--- src/rtl/fpu_minmax_reduce_ctrl.sv ---
// ---------------------------------------------------------------------------
// fpu_minmax_reduce_ctrl
//
// Reduces a stream of LEN single-precision operands to a single min or max
// value. It does this by sequencing an external, shared, combinational FP32
// min/max comparator and keeping the running result in an accumulator.
// The controller does no floating-point arithmetic of its own. NaN handling,
// tie-breaking and signed-zero ordering all come from the comparator.
//
// Ports
//   clk, rst_n          rising-edge clock, asynchronous active-low reset
//   start, mode, len    job request; sampled only in IDLE
//                       (mode 1 = fmax, 0 = fmin)
//   in_valid/in_ready   operand handshake; in_data carries the FP32 operand
//   cmp_a/cmp_b/cmp_mode
//                       comparator drive (accumulator, operand, latched mode)
//   cmp_answer          comparator result, used combinationally
//   out_valid/out_ready result handshake; out_data carries the reduced value
//   busy                high whenever a job is in progress
// ---------------------------------------------------------------------------
module fpu_minmax_reduce_ctrl #(
    parameter int          LEN_W = 8,
    parameter logic [31:0] QNAN  = 32'hFFC00000
) (
    input  logic             clk,
    input  logic             rst_n,
    input  logic             start,
    input  logic             mode,
    input  logic [LEN_W-1:0] len,
    input  logic             in_valid,
    input  logic [31:0]      in_data,
    output logic             in_ready,
    output logic [31:0]      cmp_a,
    output logic [31:0]      cmp_b,
    output logic             cmp_mode,
    input  logic [31:0]      cmp_answer,
    output logic             out_valid,
    output logic [31:0]      out_data,
    input  logic             out_ready,
    output logic             busy
);

    typedef enum logic [1:0] {
        S_IDLE  = 2'd0,
        S_FIRST = 2'd1,
        S_ACCUM = 2'd2,
        S_DONE  = 2'd3
    } state_t;

    localparam logic [LEN_W-1:0] CNT_ONE  = {{(LEN_W-1){1'b0}}, 1'b1};
    localparam logic [LEN_W-1:0] CNT_ZERO = '0;

    state_t           state_reg, state_next;
    logic [31:0]      acc_reg, acc_next;
    logic [LEN_W-1:0] cnt_reg, cnt_next;
    logic             mode_reg, mode_next;

    logic [LEN_W-1:0] cnt_dec;
    logic             take_op;

    // Saturating decrement. This keeps the counter from wrapping even if an
    // operand were ever accepted with the count already at zero.
    assign cnt_dec = (cnt_reg != CNT_ZERO) ? (cnt_reg - CNT_ONE) : cnt_reg;

    // in_ready comes only from the registered state, so it never depends on
    // in_valid.
    assign in_ready  = (state_reg == S_FIRST) || (state_reg == S_ACCUM);
    assign take_op   = in_valid && in_ready;
    assign out_valid = (state_reg == S_DONE);
    assign out_data  = (state_reg == S_DONE) ? acc_reg : 32'h0;
    assign busy      = (state_reg != S_IDLE);

    assign cmp_a    = acc_reg;
    assign cmp_b    = in_data;
    assign cmp_mode = mode_reg;

    always_ff @(posedge clk or negedge rst_n) begin
        if (!rst_n) begin
            state_reg <= S_IDLE;
            acc_reg   <= 32'h0;
            cnt_reg   <= '0;
            mode_reg  <= 1'b0;
        end else begin
            state_reg <= state_next;
            acc_reg   <= acc_next;
            cnt_reg   <= cnt_next;
            mode_reg  <= mode_next;
        end
    end

    always_comb begin
        state_next = state_reg;
        acc_next   = acc_reg;
        cnt_next   = cnt_reg;
        mode_next  = mode_reg;

        unique case (state_reg)
            S_IDLE: begin
                if (start) begin
                    mode_next = mode;
                    cnt_next  = len;
                    if (len == CNT_ZERO) begin
                        // An empty job still produces a result, namely the
                        // comparator's canonical NaN.
                        acc_next   = QNAN;
                        state_next = S_DONE;
                    end else begin
                        state_next = S_FIRST;
                    end
                end
            end
            S_FIRST: begin
                // The first operand seeds the accumulator directly. Comparing
                // it against the stale accumulator would give a wrong result.
                if (take_op) begin
                    acc_next   = in_data;
                    cnt_next   = cnt_dec;
                    state_next = (cnt_dec == CNT_ZERO) ? S_DONE : S_ACCUM;
                end
            end
            S_ACCUM: begin
                if (take_op) begin
                    acc_next = cmp_answer;
                    cnt_next = cnt_dec;
                    if (cnt_dec == CNT_ZERO) begin
                        state_next = S_DONE;
                    end
                end
            end
            S_DONE: begin
                if (out_ready) begin
                    state_next = S_IDLE;
                end
            end
            default: state_next = S_IDLE;
        endcase
    end

endmodule
--- config.mk ---
export PLATFORM = sky130hd
export DESIGN_NAME = fpu_minmax_reduce_ctrl
export DESIGN_NICKNAME = d
export VERILOG_FILES = /design/src/rtl/fpu_minmax_reduce_ctrl.sv
export SDC_FILE = /design/constraint.sdc
export NUM_CORES = 1
export LEC_CHECK = 0
export ABC_AREA = 1
export CAP_MARGIN = 15
export CORE_UTILIZATION = 30
export DETAILED_ROUTE_END_ITERATION = 8
export HOLD_SLACK_MARGIN = 0.03
export PLACE_DENSITY = 0.77
export SYNTH_ARGS = -nofsm -noshare
export SYNTH_HDL_FRONTEND = slang
export SYNTH_SLANG_ARGS = --single-unit
--- constraint.sdc ---
create_clock -name clk -period 2.2 [get_ports clk]
set_input_delay 0.44 -clock clk [delete_from_list [all_inputs] [get_ports clk]]
set_output_delay 0.44 -clock clk [all_outputs]
set_load 0.01 [all_outputs]
# Yosys cells after proc, flatten, opt, wreduce, memory -nomap -nowiden
# Index checks and enable logic that the tools add are counted.
# totals
out_inout_bits	100
register_bits	43
# op_classes
reduce_logical	14
add_sub_neg	1
n_eq_ne	10
mux	18
# ops
operator	count
32-bit 2-to-1 mux	5
32-bit one-hot mux with 3 select lines	1
8-bit 2-to-1 mux	3
8-bit logical NOT	2
8-bit one-hot mux with 2 select lines	1
2-bit 2-to-1 mux	6
5-bit AND reduction	2
2-bit != test, second input constant	4
2-bit one-hot mux with 4 select lines	1
8-bit nonzero test	1
8-bit by 1-bit subtractor with 8-bit output, second input constant	1
2-bit by 1-bit != test with 1-bit output, second input constant	3
2-bit equality test, second input constant	2
2-bit nonzero test	2
3-bit AND reduction	1
3-bit nonzero test	1
2-bit by 1-bit equality test with 1-bit output, second input constant	1
2-bit logical NOT	1
2-bit AND reduction	1
2-bit OR reduction	1
1-bit logical AND	1
1-bit logical OR	1
1-bit 2-to-1 mux	1

# Longest topological paths before layout
# Gate-level depths: netlist of run 1.
# depth
depth_word	6
depth_mapped	14
depth_no_buf	14

# Least setup slack after synthesis of run 1
# Ideal clock, no wire load.
# synth_path
path_type	flip-flop to flip-flop
from	register state_reg[0]
to	register acc_reg[22] (netlist: cmp_a[22])
slack_ns	0.387
setup_time_ns	0.129
period_less_slack_ns	1.813
stages_incl_launch_ff	9
t_arrival_ns	1.685
n_path_buf	1
path_cell_list	dfrtp_1 -> inv_1 -> ha_1 -> inv_2 -> o21ai_1 -> nand3_1 -> nor2_4 -> buf_2 -> a21oi_1
# synth_via
elab_chain_len	5
# synth_lines
element	line_no	source
start: declaration	53	state_t state_reg, state_next;
start signal: assignment	84	state_reg <= state_next;
2-bit by 1-bit equality test with 1-bit output or 2-bit equality test (tied branches)	67	assign in_ready = (state_reg == S_FIRST) || (state_reg == S_ACCUM);
1-bit logical OR *	67	
named net in_ready	32	output logic in_ready,
1-bit logical AND *	68	assign take_op = in_valid && in_ready;
2-bit != test (no source line)	n/a	
5-bit AND reduction (no source line) *	n/a	
end signal: assignment	85	acc_reg <= acc_next;
end: declaration	54	logic [31:0] acc_reg, acc_next;
# Mark *: on every way through the listed nets, which the timed path passes. The rest lies on a longest branch.
# A chain may end at the register's enable or synchronous reset.

# Worst setup path after layout of run 1
# layout_path
from	register state_reg[0]
to	output out_data[5]
# layout_via
elab_chain_len	2
# layout_lines
element	line_no	source
2-bit equality test	70	assign out_data = (state_reg == S_DONE) ? acc_reg : 32'h0;
32-bit 2-to-1 mux	70	
end: declaration	38	output logic [31:0] out_data,
# Every way passes these cells.

==> results_dict.tcl, run 1 <==
set metrics [dict create \
    first_pass_iters 4 \
    fin_crit_ns 2.14 \
    synth_edf_count 0 \
    rows 36 \
    r2r_start "cnt_reg[0]$_DFFE_PN0P_" \
    relSlewSlack_pct 70.7 \
    dp_slack_ns -0.0163 \
    syn_area_um2 2980 \
    clk_pin_slew_ns 0.08 \
    ys_seq_area_share_pct 36.1 \
    setup_viol 0 \
    ys_ff_latch 43 \
    start_util_pct 30.8 \
    cts-root-buf "clkbuf_8" \
    synthFlopType "dfrtp_1" \
    worst_setup_path_end_kind "primary output" \
    peakVddDrop_uv 821 \
    r2r_slack_ns 0.20 \
    cts_max_level 2 \
    clockBufferDepth 2 \
    drc 0 \
    post_cts_buffers 0 \
    crit_fanout 24 \
    fin_ws_ns 0.0578 \
    worstPathRequired_ns 1.76 \
    insertion_delay_ns 0.29 \
    r2r-end "state_reg[1]$_DFFE_PN0P_" \
    critPathKind "reg -> out" \
    cp.arrival_ns 1.70 \
    startpoint_type "flip-flop" \
    area_delta_synth_final_pct 63.7 \
    tns_ns 0 \
    synthArstFlopShare_pct 100 \
    nets 629 \
    final_common_cell "clkdlybuf4s50_1" \
    cts_buffers 5 \
    min_period_over_period_pct 97.4 \
    ctsHoldBuffers 0 \
    hold_path.class "in -> async" \
    avgSynthCellArea_um2 7.36 \
    p_leak_nw 2.65 \
    coreArea_um2 9680 \
    skew_ns 0.00459 \
    grt.overflow.total 0 \
    wl_um 9640 \
    track_usage_pct 18.2 \
    yosysTopAreaCellShare_pct 36.1 \
    ios 178 \
    final_cell_mix "156 x clkdlybuf4s50_1, 91 x nand2_1, 49 x inv_1" \
    grt_pass1_vias 3088 \
    drt-initial-drc-count 62 \
    antenna_found_initial 0 \
    grt_pass1_wl_um 14800 \
    powerDensity_nw_per_um2 1320 \
    cts_sinks 43 \
    slew_violations 0 \
    layout.cells.non_filler 679 \
    syn_inst 405 \
    vias 3252 \
    port_buffers 177 \
    dieArea_um2 10300 \
    max_freq_ghz 0.467 \
    synth_top_area_cell "dfrtp_1" \
    dieHeight_um 102 \
    max_cap_violations 0 \
    die_x_um 102 \
    wl_per_cell_um 14.2 \
    hpwl_um 7280 \
    run_status "complete, no violations" \
    antennaDiodeCount 0 \
    drive_gt1_share_pct 7.14 \
    vias_per_cell 4.79 \
    hold_viol_final 0 \
    n_fill_cell 921 \
    dp_cells 671 \
    largest_reg_flops 32 \
    antenna_left 0 \
    tightest_slew_ns 0.439 \
    yosysUniqueCellTypes 27 \
    synthesis.nets 489 \
    yosysWarnings 0 \
    place.gp.congestion 0.875 \
    grt_start_max_net_pins 29 \
    worst_r2r_path_depth 13 \
    synth_area_leaders "dfrtp_1 36%, nand2_1 11%, buf_4 9.1%, a22o_1 6.5%, inv_1 6.2%" \
    cts_tree "yes" \
    rsz0062_at_grt "false" \
]
## cell usage after synthesis (3+ instances only)
master	instances
nand2_1	91
buf_2	4
a22o_1	22
nor2_2	3
buf_4	36
nand3_1	36
o211ai_1	7
clkbuf_1	17
o21ai_1	3
ha_1	6
inv_1	49
o21ai_0	32
a21oi_1	12
dfrtp_1	43
a221oi_1	10
nor2_1	20
## final cells by class
class,count,area (um^2),share of cell area (%)
Multi-Input combinational cell,254,1390,28.4
Tap cell,133,166,3.41
Clock buffer,6,72.6,1.49
Inverter,50,188,3.85
Sequential cell,43,1080,22.1
Clock inverter,2,12.5,0.256
Timing Repair Buffer,191,1980,40.5
## kinds of logic (layout without fill, tap and decap cells)
group,Yosys count,in the layout,share of synthesized area (%)
flip-flops,43,43,36.1
multiplexers,1,1,0.378
AO/OA/AOI/OAI,91,91,20.4
AND/OR/NAND/NOR,156,156,22.4
buffers and inverters,108,249,18.3
adder cells (fa/ha/maj),6,6,2.52
## metrics by stage
stage	hold slack, ns	power [mW]	util, %	instance area, um^2
floorplan	0.144	4.00	-	2980
detailed placement	0.408	5.91	48.7	4710
finish	0.0759	6.43	50.4	4880
CTS	0.0834	6.49	49.9	4830
global route	0.102	6.98	50.4	4880
global placement	0.405	5.79	48.7	4710
## what timing repair did
action | 4_1_cts | 5_1_grt
pin swaps | 1 | 0
setup endpoints to repair | 34 | 20
gates cloned | 0 | 0
resized for setup | 6 | 20
## how the worst max path moves through the flow
stage	from	end	slack (ns)
after floorplan	state_reg[0]$_DFFE_PN0P_	cmp_a[22]$_DFFE_PN0P_	0.39
after global placement	len[2]	cmp_a[17]$_DFFE_PN0P_	0.05
after detailed placement	len[2]	cmp_a[16]$_DFFE_PN0P_	-0.02
after CTS	state_reg[1]$_DFFE_PN0P_	out_data[20]	0.02
after global routing	state_reg[0]$_DFFE_PN0P_	out_data[5]	0.002
final	state_reg[0]$_DFFE_PN0P_	out_data[5]	0.06
## per-layer routing
layer	up-vias	track usage (%)	wire, um	part of all wire (%)
met5	-	0	0	0
met2	142	32.9	4780	50
met1	1514	21.7	4030	42
met3	14	2.00	656	6.8
met4	0	7.58	178	1.8
li1	1582	-	-	-
## report_power, final
| group | switching [mW] | leakage, nW | internal (mW) |
|---|---|---|---|
| logic | 2.39 | 2.07 | 2.00 |
| registers | 0.345 | 0.536 | 1.20 |
| clock network | 0.272 | 0.0412 | 0.222 |
## worst max-delay path, cell delays in order, from the launching register on
cell and delay, ns:
dfrtp_2 0.43, ha_4 0.17, buf_12 0.17, nand2_1 0.06
inv_1 0.05, clkdlybuf4s50_1 0.53
Note: power is estimated with default switching activity, not from simulation.
==> run 2: changes to the inputs <==
HOLD_SLACK_MARGIN = 0.1   (was 0.03)
==> run 2 against run 1 <==
Net effect: setup slack about the same; total power about the same; first-iteration DRC count decreased by 15%; die area unchanged; maximum frequency about the same; largest cell class unchanged; worst hold slack improved by 0.46 ns; register-to-register slack about the same.
==> results_dict.tcl, run 2 (synthesis gave the netlist of run 1 again) <==
set metrics [dict create \
    layout.cells.non_filler 680 \
    dp_slack_ns -0.0163 \
    drt-initial-drc-count 53 \
    powerDensity_nw_per_um2 1310 \
    hpwl_um 7280 \
    relSlewSlack_pct 70.6 \
    critPathKind "reg -> out" \
    hold_path.class "reg -> reg" \
    nets 630 \
    final_common_cell "clkdlybuf4s50_1" \
    cts_max_level 2 \
    rows 36 \
    hold_depth 1 \
    crit_fanout 24 \
    clockBufferDepth 2 \
    peakVddDrop_uv 819 \
    r2r_start "cnt_reg[0]$_DFFE_PN0P_" \
    setup_viol 0 \
    hold_slack_ns 0.533 \
    wl_um 9650 \
    ios 178 \
    grt_pass1_vias 3096 \
    clk_pin_slew_ns 0.08 \
    vias 3253 \
    total_power_mw 6.42 \
    cts-root-buf "clkbuf_8" \
    track_usage_pct 18.2 \
    dp_cells 671 \
    skew_ns 0.00468 \
    final_cell_mix "156 x clkdlybuf4s50_1, 91 x nand2_1, 49 x inv_1" \
    post_cts_buffers 0 \
    tightest_slew_ns 0.442 \
    cts_tree "yes" \
    slew_violations 0 \
    insertion_delay_ns 0.29 \
    place.gp.congestion 0.875 \
    multi_input_area_um2 1390 \
    rsz0062_at_grt "false" \
    worst_setup_path_end_kind "primary output" \
    max_cap_violations 0 \
    worst_r2r_path_depth 13 \
    vias_per_cell 4.78 \
    first_pass_iters 4 \
    cp.arrival_ns 1.70 \
    drive_gt1_share_pct 7.13 \
    p_leak_nw 2.65 \
    max_freq_ghz 0.467 \
    grt_pass1_wl_um 14900 \
    port_buffers 177 \
    fin_crit_ns 2.14 \
    dieHeight_um 102 \
    cts_buffers 5 \
    hp-start "cmp_mode$_DFFE_PN0P_" \
    min_period_over_period_pct 97.4 \
    r2r-end "state_reg[1]$_DFFE_PN0P_" \
    cts_sinks 43 \
    wl_per_cell_um 14.2 \
    drc 0 \
    antenna_found_initial 0 \
    n_fill_cell 920 \
    start_util_pct 30.8 \
    grt_start_max_net_pins 29 \
    area_delta_synth_final_pct 64.0 \
    worstPathRequired_ns 1.76 \
    tns_ns 0 \
    antenna_left 0 \
    largest_reg_flops 32 \
    hold_viol_final 0 \
    r2r_slack_ns 0.20 \
    antennaDiodeCount 0 \
    seqCellArea_um2 1080 \
    fin_ws_ns 0.0582 \
    coreArea_um2 9680 \
    min_to "cmp_mode$_DFFE_PN0P_" \
    dieArea_um2 10300 \
    die_x_um 102 \
    startpoint_type "flip-flop" \
    grt.overflow.total 0 \
    run_status "complete, no violations" \
]
run 2: changes by cell type in the layout (fill, tap and decap cells not counted):
cell	before	now
dlygate4sd3_1	0	1
run 2: worst max path at each step:
stage	slack, ns	to	startpoint
2_1_floorplan	0.39	cmp_a[22]$_DFFE_PN0P_	state_reg[0]$_DFFE_PN0P_
3_3_place_gp	0.05	cmp_a[17]$_DFFE_PN0P_	len[2]
3_5_place_dp	-0.02	cmp_a[16]$_DFFE_PN0P_	len[2]
4_1_cts	0.02	out_data[20]	state_reg[1]$_DFFE_PN0P_
5_1_grt	0.002	out_data[5]	state_reg[0]$_DFFE_PN0P_
6_report	0.06	out_data[5]	state_reg[0]$_DFFE_PN0P_
run 2: metrics by stage:
stage	util, %	instance area [um^2]
after detailed placement	48.7	4710
after global routing	50.5	4890
final	50.5	4890
after CTS	50.0	4840
after floorplan	-	2980
after global placement	48.7	4710
run 2: routing by layer:
layer  global-route usage (%)  vias up  share of wire, %
li1                         -     1584                 -
met1                     21.7     1523                42
met2                     33.0      132                50
met3                     2.00       14               6.1
met4                     7.58        0               1.8
met5                        0        -                 0
run 2: repair_timing:
item	in CTS	in global routing
hold buffers	1	0
gates resized for setup	6	20
endpoints found under the hold margin	18	0
pin swaps	1	0
setup endpoints to repair	34	20
run 2: report_power, final:
group | switching (mW) | internal, mW | leakage [nW]
registers | 0.345 | 1.20 | 0.536
logic | 2.38 | 2.01 | 2.08
clock network | 0.271 | 0.222 | 0.0412
run 2: cell type report:
type,count,area share (%)
Sequential cell,43,22.1
Tap cell,133,3.40
Multi-Input combinational cell,254,28.4
Clock inverter,2,0.256
Clock buffer,6,1.48
Inverter,50,3.84
Timing Repair Buffer,192,40.6
run 2: critical path, cell delays in order (launching register included):
cell	delay, ns
dfrtp_2	0.43
ha_4	0.17
buf_12	0.17
nand2_1	0.06
inv_1	0.05
clkdlybuf4s50_1	0.53
